--- config.mk ---
export PLATFORM = sky130hd
export DESIGN_NAME = spi_master
export DESIGN_NICKNAME = d
export VERILOG_FILES = /design/src/rtl/spi_pkg.sv /design/src/rtl/spi_clk_div.sv /design/src/rtl/spi_master.sv
export SDC_FILE = /design/constraint.sdc
export NUM_CORES = 1
export LEC_CHECK = 0
export CAP_MARGIN = 20
export CORE_MARGIN = 8
export CORE_UTILIZATION = 45
export CTS_BUF_LIST = sky130_fd_sc_hd__clkbuf_4
export CTS_CLUSTER_DIAMETER = 200
export CTS_CLUSTER_SIZE = 12
export DETAILED_ROUTE_END_ITERATION = 12
export GPL_TIMING_DRIVEN = 0
export PLACE_DENSITY = 0.77
export SLEW_MARGIN = 5
export SYNTH_ARGS = -nofsm -noshare
export SYNTH_HDL_FRONTEND = slang
export SYNTH_SLANG_ARGS = --single-unit
--- constraint.sdc ---
create_clock -name clk -period 1.6 [get_ports clk]
set_input_delay 0.32 -clock clk [delete_from_list [all_inputs] [get_ports clk]]
set_output_delay 0.32 -clock clk [all_outputs]
set_load 0.02 [all_outputs]
--- src/rtl/spi_pkg.sv ---
// Shared definitions for the SPI master: FSM state encoding, default frame
// width and SCLK divider, and a counter-width helper.
package spi_pkg;

  typedef enum logic [1:0] {
    IDLE     = 2'd0,
    SETUP    = 2'd1,
    TRANSFER = 2'd2,
    HOLD     = 2'd3
  } spi_state_t;

  localparam int SPI_DATA_WIDTH_DEF = 8;
  localparam int SPI_CLK_DIV_DEF    = 4;

  // Bits needed for a down-counter that reloads with n-1.
  function automatic int cnt_w(input int n);
    return (n < 2) ? 1 : $clog2(n);
  endfunction

endpackage

--- src/rtl/spi_clk_div.sv ---
// SCLK half-period divider: emits alternating rise/fall strobes every CLK_DIV
// clk cycles while enabled; idles reloaded with phase cleared otherwise.
module spi_clk_div
  import spi_pkg::*;
#(
  parameter int CLK_DIV = SPI_CLK_DIV_DEF
) (
  input  logic clk,
  input  logic rst,
  input  logic i_en,
  output logic o_rise,
  output logic o_fall
);

  localparam int            CW     = cnt_w(CLK_DIV);
  localparam logic [CW-1:0] RELOAD = CW'(CLK_DIV - 1);

  logic [CW-1:0] r_cnt;
  logic          r_phase;
  logic          w_tc;

  assign w_tc = i_en && (r_cnt == '0);

  always_ff @(posedge clk or posedge rst) begin
    if (rst) begin
      r_cnt   <= RELOAD;
      r_phase <= 1'b0;
    end else if (!i_en) begin
      r_cnt   <= RELOAD;
      r_phase <= 1'b0;
    end else if (w_tc) begin
      r_cnt   <= RELOAD;
      r_phase <= ~r_phase;
    end else begin
      r_cnt   <= r_cnt - CW'(1);
    end
  end

  // First strobe after enable is a rise, since SCLK idles low.
  assign o_rise = w_tc & ~r_phase;
  assign o_fall = w_tc &  r_phase;

endmodule

--- src/rtl/spi_master.sv ---
// Mode-0 SPI master, MSB first, single frame per start request.
// Optional build macro SPI_MASTER_LOOPBACK_EN: receive path samples MOSI instead of MISO.
//
// state    | meaning
// IDLE     | cs high, waiting for start
// SETUP    | cs low, SCLK low for CLK_DIV cycles before the first edge
// TRANSFER | SCLK toggling, shifting DATA_WIDTH bits each way
// HOLD     | cs low for CLK_DIV cycles after the last falling edge
module spi_master
  import spi_pkg::*;
#(
  parameter int DATA_WIDTH = SPI_DATA_WIDTH_DEF,
  parameter int CLK_DIV    = SPI_CLK_DIV_DEF
) (
  input  logic                  clk,
  input  logic                  rst,
  input  logic                  start,
  input  logic [DATA_WIDTH-1:0] tx_data,
  input  logic                  MISO,
  output logic                  SCLK,
  output logic                  MOSI,
  output logic                  cs,
  output logic                  busy,
  output logic                  done,
  output logic [DATA_WIDTH-1:0] rx_data
);

  localparam int            BW        = $clog2(DATA_WIDTH) + 1;
  localparam logic [BW-1:0] BITS_LAST = BW'(DATA_WIDTH);
  localparam int            TW        = cnt_w(CLK_DIV);
  localparam logic [TW-1:0] TMR_LOAD  = TW'(CLK_DIV - 1);

  spi_state_t            r_state;
  spi_state_t            w_state_nxt;
  logic                  w_done_nxt;
  logic [TW-1:0]         r_tmr;
  logic [BW-1:0]         r_bit_cnt;
  logic [DATA_WIDTH-1:0] r_tx_shift;
  logic [DATA_WIDTH-1:0] r_rx_shift;
  logic [DATA_WIDTH-1:0] r_rx_data;
  logic                  r_sclk;
  logic                  r_cs;
  logic                  r_done;
  logic                  w_rise;
  logic                  w_fall;
  logic                  w_rx_bit;

  spi_clk_div #(.CLK_DIV(CLK_DIV)) u_clk_div (
    .clk    (clk),
    .rst    (rst),
    .i_en   (r_state == TRANSFER),
    .o_rise (w_rise),
    .o_fall (w_fall)
  );

`ifdef SPI_MASTER_LOOPBACK_EN
  assign w_rx_bit = r_tx_shift[DATA_WIDTH-1];
`else
  assign w_rx_bit = MISO;
`endif

  always_ff @(posedge clk or posedge rst) begin
    if (rst) r_state <= IDLE;
    else     r_state <= w_state_nxt;
  end

  always_comb begin
    w_state_nxt = r_state;
    w_done_nxt  = 1'b0;
    case (r_state)
      IDLE:     if (start) w_state_nxt = SETUP;
      SETUP:    if (r_tmr == '0) w_state_nxt = TRANSFER;
      TRANSFER: if (w_fall && (r_bit_cnt == BITS_LAST)) w_state_nxt = HOLD;
      HOLD: begin
        if (r_tmr == '0) begin
          w_state_nxt = IDLE;
          w_done_nxt  = 1'b1;
        end
      end
      default:  w_state_nxt = IDLE;
    endcase
  end

  always_ff @(posedge clk or posedge rst) begin
    if (rst) begin
      r_tmr      <= '0;
      r_bit_cnt  <= '0;
      r_tx_shift <= '0;
      r_rx_shift <= '0;
      r_rx_data  <= '0;
      r_sclk     <= 1'b0;
      r_cs       <= 1'b1;
      r_done     <= 1'b0;
    end else begin
      r_cs   <= (w_state_nxt == IDLE);
      r_done <= w_done_nxt;

      // Timer reloads on every state change so SETUP and HOLD each last CLK_DIV cycles.
      if (w_state_nxt != r_state) r_tmr <= TMR_LOAD;
      else if (r_tmr != '0)       r_tmr <= r_tmr - TW'(1);

      if ((r_state == IDLE) && start) begin
        r_tx_shift <= tx_data;
        r_rx_shift <= '0;
        r_bit_cnt  <= '0;
      end

      if (w_rise) begin
        r_sclk     <= 1'b1;
        r_rx_shift <= {r_rx_shift[DATA_WIDTH-2:0], w_rx_bit};
        r_bit_cnt  <= r_bit_cnt + BW'(1);
      end

      if (w_fall) begin
        r_sclk <= 1'b0;
        if (r_bit_cnt != BITS_LAST)
          r_tx_shift <= {r_tx_shift[DATA_WIDTH-2:0], 1'b0};
      end

      if (w_done_nxt) begin
        r_rx_data  <= r_rx_shift;
        r_tx_shift <= '0;
      end
    end
  end

  assign SCLK    = r_sclk;
  assign MOSI    = r_tx_shift[DATA_WIDTH-1];
  assign cs      = r_cs;
  assign busy    = (r_state != IDLE);
  assign done    = r_done;
  assign rx_data = r_rx_data;

endmodule

# Word level (Yosys, flattened, before mapping)
# Cells that the tools add are included.
# classes
add_sub_neg,3
eq_ne,7
n_mux,23
bitwise,3
n_reduce_logical,12
# op_table
cell,count
$mux 8,6
$mux 2,8
$reduce_bool 2->1,5
$logic_not 2->1,4
$mux 4,2
$pmux 2 s4,1
$mux 1,6
$add 4x1->4 const B,1
$eq 2x2->1 const B,2
$eq 4x4->1 const B,1
$ne 4x4->1 const B,1
$sub 2x1->2 const B,2
$logic_and 1x1->1,3
$and 1x1->1,2
$eq 2x1->1 const B,1
$ne 2x2->1,1
$ne 2x2->1 const B,1
$not 1->1,1
# word_totals
reg_bits,38
out_inout_bits,13
wordCells,59

# Longest topological paths before layout
# Gate-level depths: netlist (run 1).
# logic_depth
ltp_word,8
depth_mapped,7
depth_no_buf,6

# By module
# From an unflattened synthesis (run 1), not the netlist that was laid out.
# hier_totals
cells_unflattened,180
area_unflattened_um2,1729.2
# by_module_without_submodules
module,instances,cells_per_inst,area_per_inst_um2,seq_area_each_um2
spi_master,1,166,1586.5,877.1
spi_clk_div,1,14,142.6,77.6

# Worst setup path before layout (run 1)
# Ideal clock, no wire load.
# synth_path
kind,register to register
startpoint,register u_clk_div.r_cnt[0]
endpoint,register r_bit_cnt[2]
setup_ns,0.079
arrival_time_ns,1.452
setup_slack_ns,0.069
path_stages_with_launch,6
n_path_buf,0
period_less_slack_ns,1.531
cell_sequence,dfstp_2 > inv_1 > ha_1 > and4bb_4 > mux2_1 > mux2i_1
# synth_via
elab_chain_len,4
# synth_lines
element,line,text
from (decl),spi_clk_div.sv:18,logic [CW-1:0] r_cnt;
from (signal assigned),spi_clk_div.sv:35,r_cnt <= r_cnt - CW'(1);
$logic_not 2->1 *,spi_clk_div.sv:22,assign w_tc = i_en && (r_cnt == '0);
$logic_and 1x1->1 *,spi_clk_div.sv:22,
$and 1x1->1 *,spi_clk_div.sv:40,assign o_rise = w_tc & ~r_phase;
$mux 4 or $reduce_bool 2->1 (tied branches),--,
to (signal assigned),spi_master.sv:111,r_bit_cnt <= r_bit_cnt + BW'(1);
to (decl),spi_master.sv:37,logic [BW-1:0] r_bit_cnt;
# Every way passes the cells marked *; elsewhere a longest branch is shown, timed or not.
# A chain may end at the register's enable or synchronous reset.

# Worst setup path in the final report (run 1)
# layout_path
startpoint,register r_state[1]
endpoint,output busy
# layout_via
elab_chain_len,1
# layout_lines
element,line,text
from (decl),spi_master.sv:33,spi_state_t r_state;
from (signal assigned),spi_master.sv:64,else r_state <= w_state_nxt;
$reduce_bool 2->1,spi_master.sv:130,assign busy = (r_state != IDLE);
to (decl),spi_master.sv:23,"output logic busy,"
# Every way passes these cells.

==> results.md, run 1 <==
- Post-route ant nets: 0
- CP Max Fanout: 8
- Max Slew Vio Count: 0
- Row count: 23
- Skew-Pair Late Insertion Delay: 360 ps
- Core footprint: 3910 µm²
- Leakage: 1.08 nW
- Syn Inst Count: 176
- Outcome: finished, final reports clean
- Drc violations: 0
- Req. time, crit path: 1280 ps
- Cells along the critical path: buf_6 > or2_4 > buf_6
- Max-cap violations: 0
- DP Area: 2100 µm²
- DP Cell Count: 250
- Final WL: 3470 µm
- CP endpoint kind: output pin
- Multi-input logic area: 743 µm²
- PnR worst setup slack: 2.13 ps
- Peak VDD IR: 0.000497 V
- CP peak stage delay: 400 ps
- Most common flop cell mapped by yosys: dfrtp_1
- Total Nets Final: 229
- Hold slack: 405 ps
- Total grt overflow: 0
- Clock Sinks: 38
- GPL Wtd Cong: 0.731
- Iteration-0 DRC Markers: 100
- EDFF count, synth: 0
- Actual slew at the worst max-slew pin: 767 ps
- Critical path arrival: 1280 ps
- Worst path slowest cell: dfrtp_1
- H-tree Lvls: 2
- Via density: 5.06
- Overall die width: 79.2 µm
- Slew headroom: 48.8%
- Layout cells sized above 1: 22.4%
- First-pass GRT wire length: 5930 µm
- Fin crit period: 1600 ps
- Netlist Area Pre-Place: 1800 µm²
- Most frequent cells in the layout: nand2_1, dfrtp_1, dlygate4sd2_1
- Initial DRT Pass Iterations: 4
- Cell Count, Final, Fillers Out: 264
- Clock skew after layout: 12.5 ps
- Vias in the first global route: 1293
- Maximum clock path buffer count: 2
- Tcrit/Tclk final: 99.9%
- IO Count: 25
- Hpwl dp: 2380 µm
- CTS tree: built
- Antenna violations before repair: 0
- Syn_area_per_cell: 10.2 µm²
- Final instance area: 2210 µm²
- CP most frequent cell: buf_6
- Net Count, Synth: 192
- CTS clk-pin slew, worst paths: 120 ps
- F_max: 0.626 GHz
- Commonest non-fill, non-tap cell in the layout: nand2_1
- Ys async rst share: 100%
- Sequential standard cell area: 955 µm²
- Place WS: -226 ps
- Startpoint Class: flop
- Die area: 6270 µm²
- Clock Tree Root: clkbuf_4
- GRT Overall Usage: 11.6%
- Hold_buf cts: 0
- Pwr Density: 1460 nW/µm²
- Diodes inserted: 0
- RSZ-0062 raised after global routing: yes
- Cell variety after synth: 36
- Synth Warn #: 0
- Number of synthesized register bits: 38
- Critical path class: flop to output pin
- Seq/Total Area, Yosys: 53.1%
- Area grow syn2layout: 22.9%
- Final hold vios: 0
- Fillers: 360
- Die height: 79.2 µm
- Port bufs: 24
- Initial Util: 45.9%
- Largest net degree at the start of global routing: 39
- CTS buffer count: 5
- # setup viols final: 0
- Routed len/inst: 13.2 µm
- Hold WC Path Type: input port to asynchronous set/reset pin
- Vias after detailed routing: 1335
-- critical path, delay by kind of cell (launching register included) --
kind	cells	cell delay [ps]
AND/OR/NAND/NOR	1	250
buffers and inverters	2	270
flip-flops	1	400
-- synth_stat cells, drive strengths merged (3+ instances only) --
library cell,instances,share of area (%)
buf,10,4.5
nand2,61,13
dfstp,3,4.4
a311oi,7,5.8
dfrtp,35,49
nor3,7,1.9
inv,9,1.9
ha,4,2.8
mux2,4,2.5
o21ai,11,3.1
-- area by class of cell --
type                    count  share of cell area, %
repair buffers             30                   12.3
plain buffers              11                   4.02
clock inverters             3                  0.737
inverters                   9                   1.53
flip-flops and latches     38                   43.2
multi-input cells         118                   33.7
clock buffers               5                   1.70
well taps                  50                   2.83
-- registers in the layout, indices dropped and copies added, names as in the netlist --
register and count:
SCLK 1, cs 1, done 1, r_bit_cnt 4
r_rx_shift 8, r_state 2, r_tmr 2, r_tx_shift 8
rx_data 8, u_clk_div.r_cnt 2, u_clk_div.r_phase 1
-- where the power goes --
group / switching, mW / leakage (nW) / internal, mW
clock: 0.333 / 0.0286 / 0.163
combinational: 0.699 / 0.565 / 0.621
sequential: 0.142 / 0.485 / 1.27
-- routing by layer --
metal | vias up | GRT usage, % | share of wire, %
li1 | 651 | - | -
met1 | 655 | 13.9 | 45
met2 | 24 | 18.9 | 49
met3 | 5 | 3.72 | 4.9
met4 | 0 | 4.44 | 1.6
met5 | - | 0 | 0
-- cell families (layout without fill, tap and decap cells) --
kind of cell | count (synthesis) | count (layout) | share of synthesized area, %
xor gates and xnor gates | 3 | 3 | 1.46
buffers and inverters | 20 | 58 | 6.61
muxes | 5 | 5 | 3.06
and+or+nand+nor | 84 | 84 | 22.2
adders and majority gates | 4 | 4 | 2.79
AOI/OAI and AO/OA | 22 | 22 | 10.7
DFF | 38 | 38 | 53.1
-- through the flow --
| step | setup TNS, ps | utilization (%) | power, mW |
|---|---|---|---|
| 2_1_floorplan | 0 | - | 2.35 |
| 3_3_place_gp | -17470 | 53.6 | 2.77 |
| 3_5_place_dp | -2870 | 53.6 | 2.81 |
| 4_1_cts | -90.0 | 54.8 | 3.21 |
| 5_1_grt | -63.9 | 56.4 | 3.46 |
| 6_report | 0 | 56.4 | 3.23 |
-- timing repair --
item,in CTS,in global routing
pin swaps,0,1
setup buffers,1,5
endpoints found under the setup margin,23,19
gates resized for setup,17,9
endpoints found under the hold margin,0,0
-- worst paths after layout --
kind	from	endpoint	slack (ps)	cells past startpoint
min in group clk	rx_data[1]$_DFFE_PP0P_	rx_data[1]$_DFFE_PP0P_	480	2
setup / recovery	r_state[1]$_DFF_PP0_	busy	2	3
max in group asynchronous	rst	r_tx_shift[4]$_DFF_PP0_	700	2
hold reg to reg	rx_data[1]$_DFFE_PP0P_	rx_data[1]$_DFFE_PP0P_	480	2
hold / removal	rst	rx_data[0]$_DFFE_PP0P_	400	2
setup reg to reg	r_bit_cnt[1]$_DFFE_PP0P_	r_tx_shift[4]$_DFF_PP0_	70	7
No activity file was read; power rests on OpenSTA's default activity.
==> run 2, diff against run 1 <==
CTS_CLUSTER_DIAMETER = 50   (was 200)
==> results of run 2 <==
The final DEF is identical to that of run 1; final timing and power are the same.
==> run 3, diff against run 2 <==
CTS_CLUSTER_DIAMETER = unset   (was 50)
==> results of run 3 <==
The final DEF is identical to that of run 1; final timing and power are the same.
